--- config.mk ---
export PLATFORM = sky130hd
export DESIGN_NAME = rv32_mmio_uart_tx
export DESIGN_NICKNAME = d
export VERILOG_FILES = /design/src/rtl/rv32_mmio_uart_tx_pkg.sv /design/src/rtl/rv32_sync_fifo.sv /design/src/rtl/rv32_mmio_uart_tx.sv
export SDC_FILE = /design/constraint.sdc
export NUM_CORES = 1
export LEC_CHECK = 0
export ABC_AREA = 1
export CAP_MARGIN = 25
export CORE_ASPECT_RATIO = 1.4
export CORE_MARGIN = 2
export CORE_UTILIZATION = 25
export CTS_BUF_LIST = sky130_fd_sc_hd__clkbuf_4 sky130_fd_sc_hd__clkbuf_8
export DETAILED_ROUTE_END_ITERATION = 10
export HOLD_SLACK_MARGIN = 0.06
export PLACE_DENSITY = 0.4
export RECOVER_POWER = 50
export SYNTH_ARGS = -nofsm -noshare
export SYNTH_HDL_FRONTEND = slang
export SYNTH_HIERARCHICAL = 1
export SYNTH_SLANG_ARGS = --single-unit
--- constraint.sdc ---
create_clock -name clk -period 8.5 [get_ports clk]
set_input_delay 2.125 -clock clk [delete_from_list [all_inputs] [get_ports clk]]
set_output_delay 2.125 -clock clk [all_outputs]
set_load 0.02 [all_outputs]
--- src/rtl/rv32_mmio_uart_tx_pkg.sv ---
// Shared types for the MMIO UART transmitter: bus request format, TX FSM
// states, register offsets and the divisor clamp helper.
package rv32_mmio_uart_tx_pkg;

  typedef enum logic [1:0] {
    MEM_NOP   = 2'd0,
    MEM_READ  = 2'd1,
    MEM_WRITE = 2'd2
  } mem_op_t;

  typedef struct packed {
    logic [31:0] addr;
    logic [31:0] data;
    mem_op_t     op;
  } memory_request_t;

  typedef enum logic [1:0] {
    UART_IDLE  = 2'd0,
    UART_START = 2'd1,
    UART_DATA  = 2'd2,
    UART_STOP  = 2'd3
  } uart_tx_state_t;

  localparam logic [1:0] UART_REG_TXDATA  = 2'd0;
  localparam logic [1:0] UART_REG_STATUS  = 2'd1;
  localparam logic [1:0] UART_REG_DIVISOR = 2'd2;

  // A divisor below 2 would leave no room for the bit counter to reload.
  function automatic logic [15:0] clamp_divisor(input logic [15:0] d);
    return (d < 16'd2) ? 16'd2 : d;
  endfunction

endpackage

--- src/rtl/rv32_sync_fifo.sv ---
// Synchronous FIFO with occupancy count; a push into a full FIFO is accepted
// only when a pop happens in the same cycle.
module rv32_sync_fifo #(
  parameter int WIDTH = 8,
  parameter int DEPTH = 16
) (
  input  logic                   clk,
  input  logic                   resetn,
  input  logic                   push_i,
  input  logic [WIDTH-1:0]       wdata_i,
  input  logic                   pop_i,
  output logic [WIDTH-1:0]       rdata_o,
  output logic                   full_o,
  output logic                   empty_o,
  output logic [$clog2(DEPTH):0] count_o
);

  localparam int AW = $clog2(DEPTH);

  logic [WIDTH-1:0] mem_q [DEPTH];
  logic [AW-1:0]    wr_ptr_q;
  logic [AW-1:0]    rd_ptr_q;
  logic [AW:0]      count_q;
  logic             do_push;
  logic             do_pop;

  assign empty_o = (count_q == '0);
  assign full_o  = (count_q == (AW+1)'(DEPTH));
  assign count_o = count_q;
  assign rdata_o = mem_q[rd_ptr_q];
  assign do_pop  = pop_i && !empty_o;
  assign do_push = push_i && (!full_o || do_pop);

  // Pointers wrap naturally because DEPTH is a power of two.
  always_ff @(posedge clk) begin
    if (!resetn) begin
      wr_ptr_q <= '0;
      rd_ptr_q <= '0;
      count_q  <= '0;
    end else begin
      if (do_push) wr_ptr_q <= wr_ptr_q + 1'b1;
      if (do_pop)  rd_ptr_q <= rd_ptr_q + 1'b1;
      case ({do_push, do_pop})
        2'b10:   count_q <= count_q + 1'b1;
        2'b01:   count_q <= count_q - 1'b1;
        default: count_q <= count_q;
      endcase
    end
  end

  // Storage array, no reset needed since occupancy is tracked by count_q.
  always_ff @(posedge clk) begin
    if (do_push) mem_q[wr_ptr_q] <= wdata_i;
  end

endmodule

--- src/rtl/rv32_mmio_uart_tx.sv ---
// MMIO UART transmitter: decodes its 16-byte window, buffers written bytes in
// a FIFO and shifts them out 8N1 at a programmable baud divisor.
module rv32_mmio_uart_tx
  import rv32_mmio_uart_tx_pkg::*;
#(
  parameter logic [31:0] BASE_ADDR   = 32'h8000_0000,
  parameter int          FIFO_DEPTH  = 16,
  parameter logic [15:0] DEFAULT_DIV = 16'd868
) (
  input  logic            clk,
  input  logic            resetn,
  input  memory_request_t request,
  output logic            request_done,
  output logic [31:0]     read_data,
  output logic            uart_tx,
  output logic            irq_tx_empty
);

  localparam int CNT_W = $clog2(FIFO_DEPTH) + 1;

  logic             hit;
  logic             wr_hit;
  logic             rd_hit;
  logic [1:0]       offset;
  logic             push_req;
  logic             overflow_event;
  logic [31:0]      read_data_d;
  logic [31:0]      read_data_q;
  logic [15:0]      divisor_q;
  logic             overflow_q;

  logic             fifo_pop;
  logic             fifo_full;
  logic             fifo_empty;
  logic [7:0]       fifo_rdata;
  logic [CNT_W-1:0] fifo_count;

  uart_tx_state_t   state_q;
  logic [15:0]      baud_q;
  logic [2:0]       bit_q;
  logic [7:0]       shift_q;
  logic             tx_q;
  logic             baud_done;
  logic             unused_req_bits;

  assign hit            = (request.op != MEM_NOP) && (request.addr[31:4] == BASE_ADDR[31:4]);
  assign wr_hit         = hit && (request.op == MEM_WRITE);
  assign rd_hit         = hit && (request.op == MEM_READ);
  assign offset         = request.addr[3:2];
  assign push_req       = wr_hit && (offset == UART_REG_TXDATA);
  assign overflow_event = push_req && fifo_full && !fifo_pop;
  assign request_done   = hit;
  assign read_data      = read_data_q;
  assign uart_tx        = tx_q;
  assign irq_tx_empty   = fifo_empty && (state_q == UART_IDLE);
  assign baud_done      = (baud_q == 16'd0);
  assign fifo_pop       = !fifo_empty &&
                          ((state_q == UART_IDLE) || ((state_q == UART_STOP) && baud_done));
  assign unused_req_bits = ^{request.data[31:16], request.addr[1:0]};

  rv32_sync_fifo #(
    .WIDTH (8),
    .DEPTH (FIFO_DEPTH)
  ) u_fifo (
    .clk     (clk),
    .resetn  (resetn),
    .push_i  (push_req),
    .wdata_i (request.data[7:0]),
    .pop_i   (fifo_pop),
    .rdata_o (fifo_rdata),
    .full_o  (fifo_full),
    .empty_o (fifo_empty),
    .count_o (fifo_count)
  );

  // Register read mux; unmapped and write-only locations read as zero.
  always_comb begin
    read_data_d = 32'h0;
    case (offset)
      UART_REG_STATUS:  read_data_d = {16'h0, 8'(fifo_count), 4'h0,
                                       overflow_q, fifo_empty, fifo_full,
                                       (state_q != UART_IDLE)};
      UART_REG_DIVISOR: read_data_d = {16'h0, divisor_q};
      default:          read_data_d = 32'h0;
    endcase
  end

  // Read-data capture, divisor register and sticky overflow (a set beats a clearing read).
  always_ff @(posedge clk) begin
    if (!resetn) begin
      read_data_q <= 32'h0;
      divisor_q   <= DEFAULT_DIV;
      overflow_q  <= 1'b0;
    end else begin
      if (rd_hit) read_data_q <= read_data_d;
      if (wr_hit && (offset == UART_REG_DIVISOR))
        divisor_q <= clamp_divisor(request.data[15:0]);
      if (overflow_event)
        overflow_q <= 1'b1;
      else if (rd_hit && (offset == UART_REG_STATUS))
        overflow_q <= 1'b0;
    end
  end

  // TX FSM: each state lasts divisor cycles; the divisor is sampled at every bit boundary.
  always_ff @(posedge clk) begin
    if (!resetn) begin
      state_q <= UART_IDLE;
      baud_q  <= 16'd0;
      bit_q   <= 3'd0;
      shift_q <= 8'h0;
      tx_q    <= 1'b1;
    end else begin
      case (state_q)
        UART_IDLE: begin
          if (!fifo_empty) begin
            state_q <= UART_START;
            tx_q    <= 1'b0;
            baud_q  <= divisor_q - 16'd1;
            shift_q <= fifo_rdata;
          end
        end
        UART_START: begin
          if (baud_done) begin
            state_q <= UART_DATA;
            tx_q    <= shift_q[0];
            shift_q <= {1'b0, shift_q[7:1]};
            bit_q   <= 3'd0;
            baud_q  <= divisor_q - 16'd1;
          end else begin
            baud_q  <= baud_q - 16'd1;
          end
        end
        UART_DATA: begin
          if (baud_done) begin
            baud_q <= divisor_q - 16'd1;
            if (bit_q == 3'd7) begin
              state_q <= UART_STOP;
              tx_q    <= 1'b1;
            end else begin
              bit_q   <= bit_q + 3'd1;
              tx_q    <= shift_q[0];
              shift_q <= {1'b0, shift_q[7:1]};
            end
          end else begin
            baud_q <= baud_q - 16'd1;
          end
        end
        UART_STOP: begin
          if (baud_done) begin
            if (!fifo_empty) begin
              state_q <= UART_START;
              tx_q    <= 1'b0;
              baud_q  <= divisor_q - 16'd1;
              shift_q <= fifo_rdata;
            end else begin
              state_q <= UART_IDLE;
            end
          end else begin
            baud_q <= baud_q - 16'd1;
          end
        end
        default: begin
          state_q <= UART_IDLE;
          tx_q    <= 1'b1;
        end
      endcase
    end
  end

endmodule

==> flow_summary_export.csv, run 1 <==
group,metric,value,unit
status,outcome,"finished, violations left",
status,violations,"capacitance limit, slew limit",
clock_tree,cts_buffer_depth,3,
sta,finalCritPeriodShare,0.675,
floorplanning,die_height,248,um
synth,ys_seq_area_frac,0.514,
routing,vias_per_cell,4.39,
final_layout,final_util,0.296,
global_route,grt_pass1_vias,8263,
synth,ys_warn_count,6,
pwr,ir_worst_vdd,0.0000926,V
final_layout,antennaDiodeCount,0,
routing,drcViolationCount,0,
setup_path,cpLargestDelayFamily,"buffers and inverters",
floorplanning,io_pins,103,
clock_tree,cts.sinks,208,
routing,top_layer,"met4",
pwr,p_leak,0.00486,uW
routing,wl_per_cell,15.3,um
global_route,gr-usage-all-layers,0.136,
routing,dr_wl_met2,14600,um
setup_path,worstPathCellList,"clkdlybuf4s50_1 > nor2_1 > nand2_1 > nor2_1 > nand2_1 > nor2_2 > clkdlybuf4s50_1",
pwr,p_seq_frac,0.412,
synth,synth_area,0.0106,sq mm
floorplanning,die_x,178,um
worst_hold_path,hold_depth,2,
setup_path,critPathLaunch,"request[55]",
placement,gp_congestion,0.785,
synth,synth-edff-count,128,
setup_path,crit_type,"input port to output port",
synth,synthTopCellsByCount,"294 x nand2_1, 151 x inv_1, 131 x nor2_1",
final_layout,drive_gt1_frac,0.0755,
setup_path,crit_path_start_kind,"input port",
setup_path,cp_num_cells,7,
final_layout,nFillCells,4492,
final_layout,nNetsFinal,1428,
synth,synth_ff_type,"edfxtp_1",
sta,setup-tns-final,0,ps
pwr,clkPwrFrac,0.342,
sta,worstMarginPinSlew,2110,ps
sta,rsz0062_at_grt,"no",
clock_tree,clockRootBuffer,"clkbuf_8",
setup_path,end_kind,"output port",
setup_path,crit_fanout,2,
setup_path,r2r_start,"state_q[1]",
job,drv_cap,1,
routing,drt_first_pass_iters,5,
synth,syn_area_per_cell,8.33,sq um
sta,fmax,0.174,GHz
global_route,grt_pass1_wl,46300,um
synth,ys_async_sr_fraction,0,
synth,synthCells,1273,
setup_path,r2r_cells,13,
clock_tree,post_cts.repair.setup_buffers,0,
clock_tree,cts-buffers-inserted,37,
clock_tree,cts_tree,"done",
synth,synth.area.top_cells,"edfxtp_1 36%, dfxtp_1 15%, nand2_1 10%",
clock_tree,insertion_delay,560,ps
setup_path,cp.arrival,3610,ps
pwr,p_sw,932,uW
pwr,switching_share,0.337,
pwr,p_int,1830,uW
sta,slew_viol_final,44,
global_route,antenna_found_initial,0,
routing,antenna_left,0,
sta,timing.slew.headroom,-0.409,
setup_path,critPathBufInv,2,
sta,skew,21.6,ps
setup_path,slowest_stage,"clkdlybuf4s50_1",
pwr,power_density,222,mW/mm^2
worst_hold_path,hold_start,"shift_q[3]",
floorplanning,rows,89,
placement,dp_hpwl,19600,um
routing,drt_iter0_drc,486,
setup_path,slowest_delay,620,ps
global_route,grt_max_degree,101,
routing,routed_wirelength,29200,um
final_layout,area_delta_synth_final,17.4,%
pwr,power_frac_comb,0.247,
global_route,grt_overflow,0,
sta,hold_viol_final,0,
floorplanning,coreArea,0.0420,sq mm
setup_path,crit_required,6380,ps
clock_tree,clk_pin_slew,60,ps
synth,synth_top_area_cell,"edfxtp_1",
synth,synth_cell_type_count,42,
synth,synth_top_area_share,0.362,
clock_tree,cts_max_level,2,
floorplanning,initial_core_util,0.253,
clock_tree,hold_buffers,0,
routing,wl_met1,12500,um
clock_tree,post_cts_resized,0,
placement,io_buffer_count,68,
sta,min_period,5740,ps
synth,ys_seq_elements,208,
floorplanning,die_area,0.0441,sq mm
routing,wl_met3,1080,um
sta,finalSetupViolCount,0,
synth,synth_most_common_cell,"nand2_1",
worst_hold_path,hp-class,"flop to flop",
routing,vias,8396,
[flip-flops by register name (all words and copies together) (netlist names), named ones only]
name and flops:
u_fifo/wr_ptr_q 4, u_fifo/rd_ptr_q 4, overflow_q 1, read_data 16, state_q 2, u_fifo/mem_q 128, uart_tx 1, bit_q 3
baud_q 16, shift_q 8, divisor_q 16, u_fifo/count_o 5
[power groups by stage]
stage | registers (uW) | logic, uW | clock network [uW]
2_1_floorplan | 1150 | 512 | 0
3_3_place_gp | 1160 | 687 | 0
3_5_place_dp | 1160 | 692 | 0
4_1_cts | 1140 | 696 | 984
5_1_grt | 1140 | 782 | 1030
6_report | 1140 | 682 | 945
[placed cells by master (no fill, tap or decap), drive strengths merged]
master         instances
dlygate4sd3           26
fa                     1
o21a                   1
nor2                 144
or2                    3
edfxtp               128
nor3                   8
a21o                   1
bufinv                 2
a21boi                 1
nand4                  7
o21ai                 75
buf                    8
a211oi                 1
clkinvlp               4
dfxtp                 80
inv                  155
nand2                299
conb                  16
nor4                   2
clkinv                18
xnor2                  4
nand3b                 2
ha                    19
o22ai                  1
xor2                  17
nand3                109
a21oi                106
clkdlybuf4s50         42
o211ai                36
clkbuf                49
[cell families (layout without fill, tap and decap cells)]
logic type	count (synthesis)	in the layout	synth area share
buf+inv	227	304	0.0920
other cells	1	16	0.000354
fa+ha+maj	20	20	0.0243
xor+xnor	21	21	0.0173
compound gates	222	222	0.117
simple gates	574	574	0.235
flops	208	208	0.514
[per-layer routing]
layer / up-vias / GRT usage
met5: - / 0
li1: 4303 / -
met2: 166 / 0.242
met3: 56 / 0.0233
met4: 0 / 0.0579
met1: 3871 / 0.159
[tightest hold or removal path, cell delays in order, from the launching register on]
cell,delay [ps]
dfxtp_1,310
nand2_1,60
a21oi_1,50
[area by class of cell]
class	count	area (sq um)	area share
Multi-Input combinational cell	853	4240	0.341
Inverter	158	593	0.0477
Timing Repair Buffer	82	763	0.0613
Tap cell	546	683	0.0549
Clock buffer	43	554	0.0445
Sequential cell	208	5450	0.438
Clock inverter	21	161	0.0130
[stage by stage]
step                std cells  total power, uW  instance area [sq um]  hold slack [ps]  setup WS, ps
finish                   1911             2770                  12400              461          2760
global route             1911             2950                  12400              487          2560
CTS                      1911             2820                  12500              466          2710
detailed placement       1847             1850                  11800              457          2710
global placement         1847             1850                  11800              451          2700
floorplan                1288             1660                  10700              441          3410
[worst paths after layout]
path,slack [ps],endpoint
hold / removal,460,shift_q[3]
setup reg to reg,4480,u_fifo/count_o[4]
setup / recovery,2760,request_done
hold reg to reg,460,shift_q[3]
Note: power is estimated with default switching activity, not from simulation.
==> run 2: changes to the inputs <==
==> constraint.sdc (replaced) <==
create_clock -name clk -period 5.6 [get_ports clk]
set_input_delay 1.4 -clock clk [delete_from_list [all_inputs] [get_ports clk]]
set_output_delay 1.4 -clock clk [all_outputs]
set_load 0.02 [all_outputs]
==> flow_summary_export.csv, run 2 (synthesized netlist as in run 1, its figures left out) <==
group,metric,value,unit
status,outcome,"finished, violations left",
status,violations,"capacitance limit, slew limit",
routing,drt_iter0_drc,492,
routing,routed_wirelength,29400,um
setup_path,crit_fanout,43,
floorplanning,die_x,178,um
clock_tree,cts_buffer_depth,3,
clock_tree,cts_tree,"done",
setup_path,slowest_delay,1460,ps
global_route,grt_overflow,0,
setup_path,critPathBufInv,4,
sta,slew_viol_final,79,
clock_tree,post_cts_resized,0,
clock_tree,cts.sinks,208,
placement,io_buffer_count,68,
pwr,power_frac_comb,0.248,
sta,rsz0062_at_grt,"no",
setup_path,slowest_stage,"clkbuf_1",
setup_path,crit_top_cell,"clkbuf_1",
final_layout,largest_register,"u_fifo/mem_q",
pwr,p_sw,1400,uW
floorplanning,io_pins,103,
pwr,p_seq_frac,0.411,
setup_path,crit_required,6020,ps
job,drv_cap,2,
pwr,switching_share,0.333,
sta,min_period,4430,ps
placement,gp_congestion,0.798,
sta,skew,23.5,ps
clock_tree,cts-buffers-inserted,37,
sta,finalCritPeriodShare,0.791,
clock_tree,clk_pin_slew,60,ps
final_layout,final_common_cell,"nand2_1",
pwr,clkPwrFrac,0.341,
clock_tree,insertion_delay,550,ps
sta,finalSetupViolCount,0,
final_layout,fin_cells,1920,
routing,drt_first_pass_iters,5,
global_route,grt_pass1_wl,46300,um
floorplanning,rows,89,
global_route,antenna_found_initial,1,
clock_tree,hold_buffers,0,
setup_path,cp.arrival,4850,ps
worst_hold_path,hp-class,"flop to flop",
floorplanning,die_area,0.0441,sq mm
sta,fmax,0.226,GHz
routing,drcViolationCount,0,
sta,setup-tns-final,0,ps
final_layout,largest_reg_flops,128,
global_route,grt_pass1_vias,8237,
clock_tree,post_cts.repair.setup_buffers,0,
setup_path,worstPathCellList,"dlygate4sd3_1 > clkbuf_1 > clkinv_1 > clkbuf_1 > a21oi_1 > o21ai_0",
placement,place_inst,1854,
final_layout,final_cell_mix,"294 x nand2_1, 151 x inv_1, 132 x nor2_1",
clock_tree,clockRootBuffer,"clkbuf_8",
pwr,p_int,2810,uW
final_layout,nFillCells,4454,
routing,vias_per_cell,4.38,
routing,vias,8407,
setup_path,end_kind,"flop",
floorplanning,die_height,248,um
pwr,p_leak,0.00488,uW
sta,worstMarginPinSlew,2060,ps
routing,antenna_left,0,
setup_path,crit_type,"input port to flop",
setup_path,cpLargestDelayFamily,"buffers and inverters",
routing,wl_per_cell,15.3,um
final_layout,area_delta_synth_final,17.9,%
clock_tree,cts_max_level,2,
sta,hold_viol_final,0,
floorplanning,initial_core_util,0.253,
pwr,ir_worst_vdd,0.000172,V
sta,timing.slew.headroom,-0.376,
placement,dp_hpwl,20100,um
pwr,power_density,337,mW/mm^2
floorplanning,coreArea,0.0420,sq mm
final_layout,drive_gt1_frac,0.0779,
setup_path,crit_path_start_kind,"input port",
global_route,gr-usage-all-layers,0.136,
final_layout,nNetsFinal,1435,
global_route,grt_max_degree,72,
## run 2: cell types whose count changed in the layout (fill, tap and decap cells not counted), moves of 2 or more
cell             change
clkdlybuf4s50_1      +9
dlygate4sd3_1        -9
buf_4                +6
clkbuf_4             +2
clkinv_1             +2
clkinv_2             -2
clkinvlp_4           -2
o21ai_0              -2
o21ai_1              +2
## run 2: per-stage QoR
step           instance area, sq um  hold WS [ps]  setup WS (ps)  total power (uW)  utilization
2_1_floorplan                 10700           441           1710              2520            -
3_3_place_gp                  11800           451           1000              2810        0.281
3_5_place_dp                  11800           456            989              2820        0.281
4_1_cts                       12500           466           1250              4290        0.298
5_1_grt                       12500           484            843              4480        0.298
6_report                      12500           462           1170              4210        0.298
## run 2: tightest hold or removal path: stages (launching register included)
cell and delay (ps):
dfxtp_1 310, nand2_1 60, a21oi_1 50
## run 2: power groups by stage
stage	registers (uW)	logic (uW)	clock network, uW
final	1730	1050	1440
after global routing	1740	1190	1560
after CTS	1730	1070	1500
after detailed placement	1760	1060	0
after global placement	1760	1050	0
after floorplan	1750	776	0
## run 2: per-layer routing
layer | up-vias | share of wire | wire length [um] | global-route usage
met1 | 3863 | 0.41 | 12100 | 0.151
met2 | 170 | 0.52 | 15300 | 0.255
met3 | 57 | 0.038 | 1110 | 0.0244
met5 | - | 0 | 0 | 0
li1 | 4317 | - | - | -
met4 | 0 | 0.030 | 872 | 0.0526
## run 2: cell type report
type / instances / area, sq um / area share
multi-input combinational: 853 / 4240 / 0.339
clock buffer: 46 / 583 / 0.0466
tap: 546 / 683 / 0.0546
inverter: 158 / 593 / 0.0474
antenna: 1 / 2.50 / 0.000200
sequential: 208 / 5450 / 0.436
timing repair buffer: 89 / 812 / 0.0649
clock inverter: 19 / 144 / 0.0115
## run 2: worst paths after layout
kind,from,to,slack (ps),depth (start not counted)
hold reg to reg,shift_q[1],shift_q[1],460,2
hold / removal,shift_q[1],shift_q[1],460,2
setup / recovery,resetn,divisor_q[9],1170,6
setup reg to reg,state_q[1],u_fifo/count_o[4],1570,12
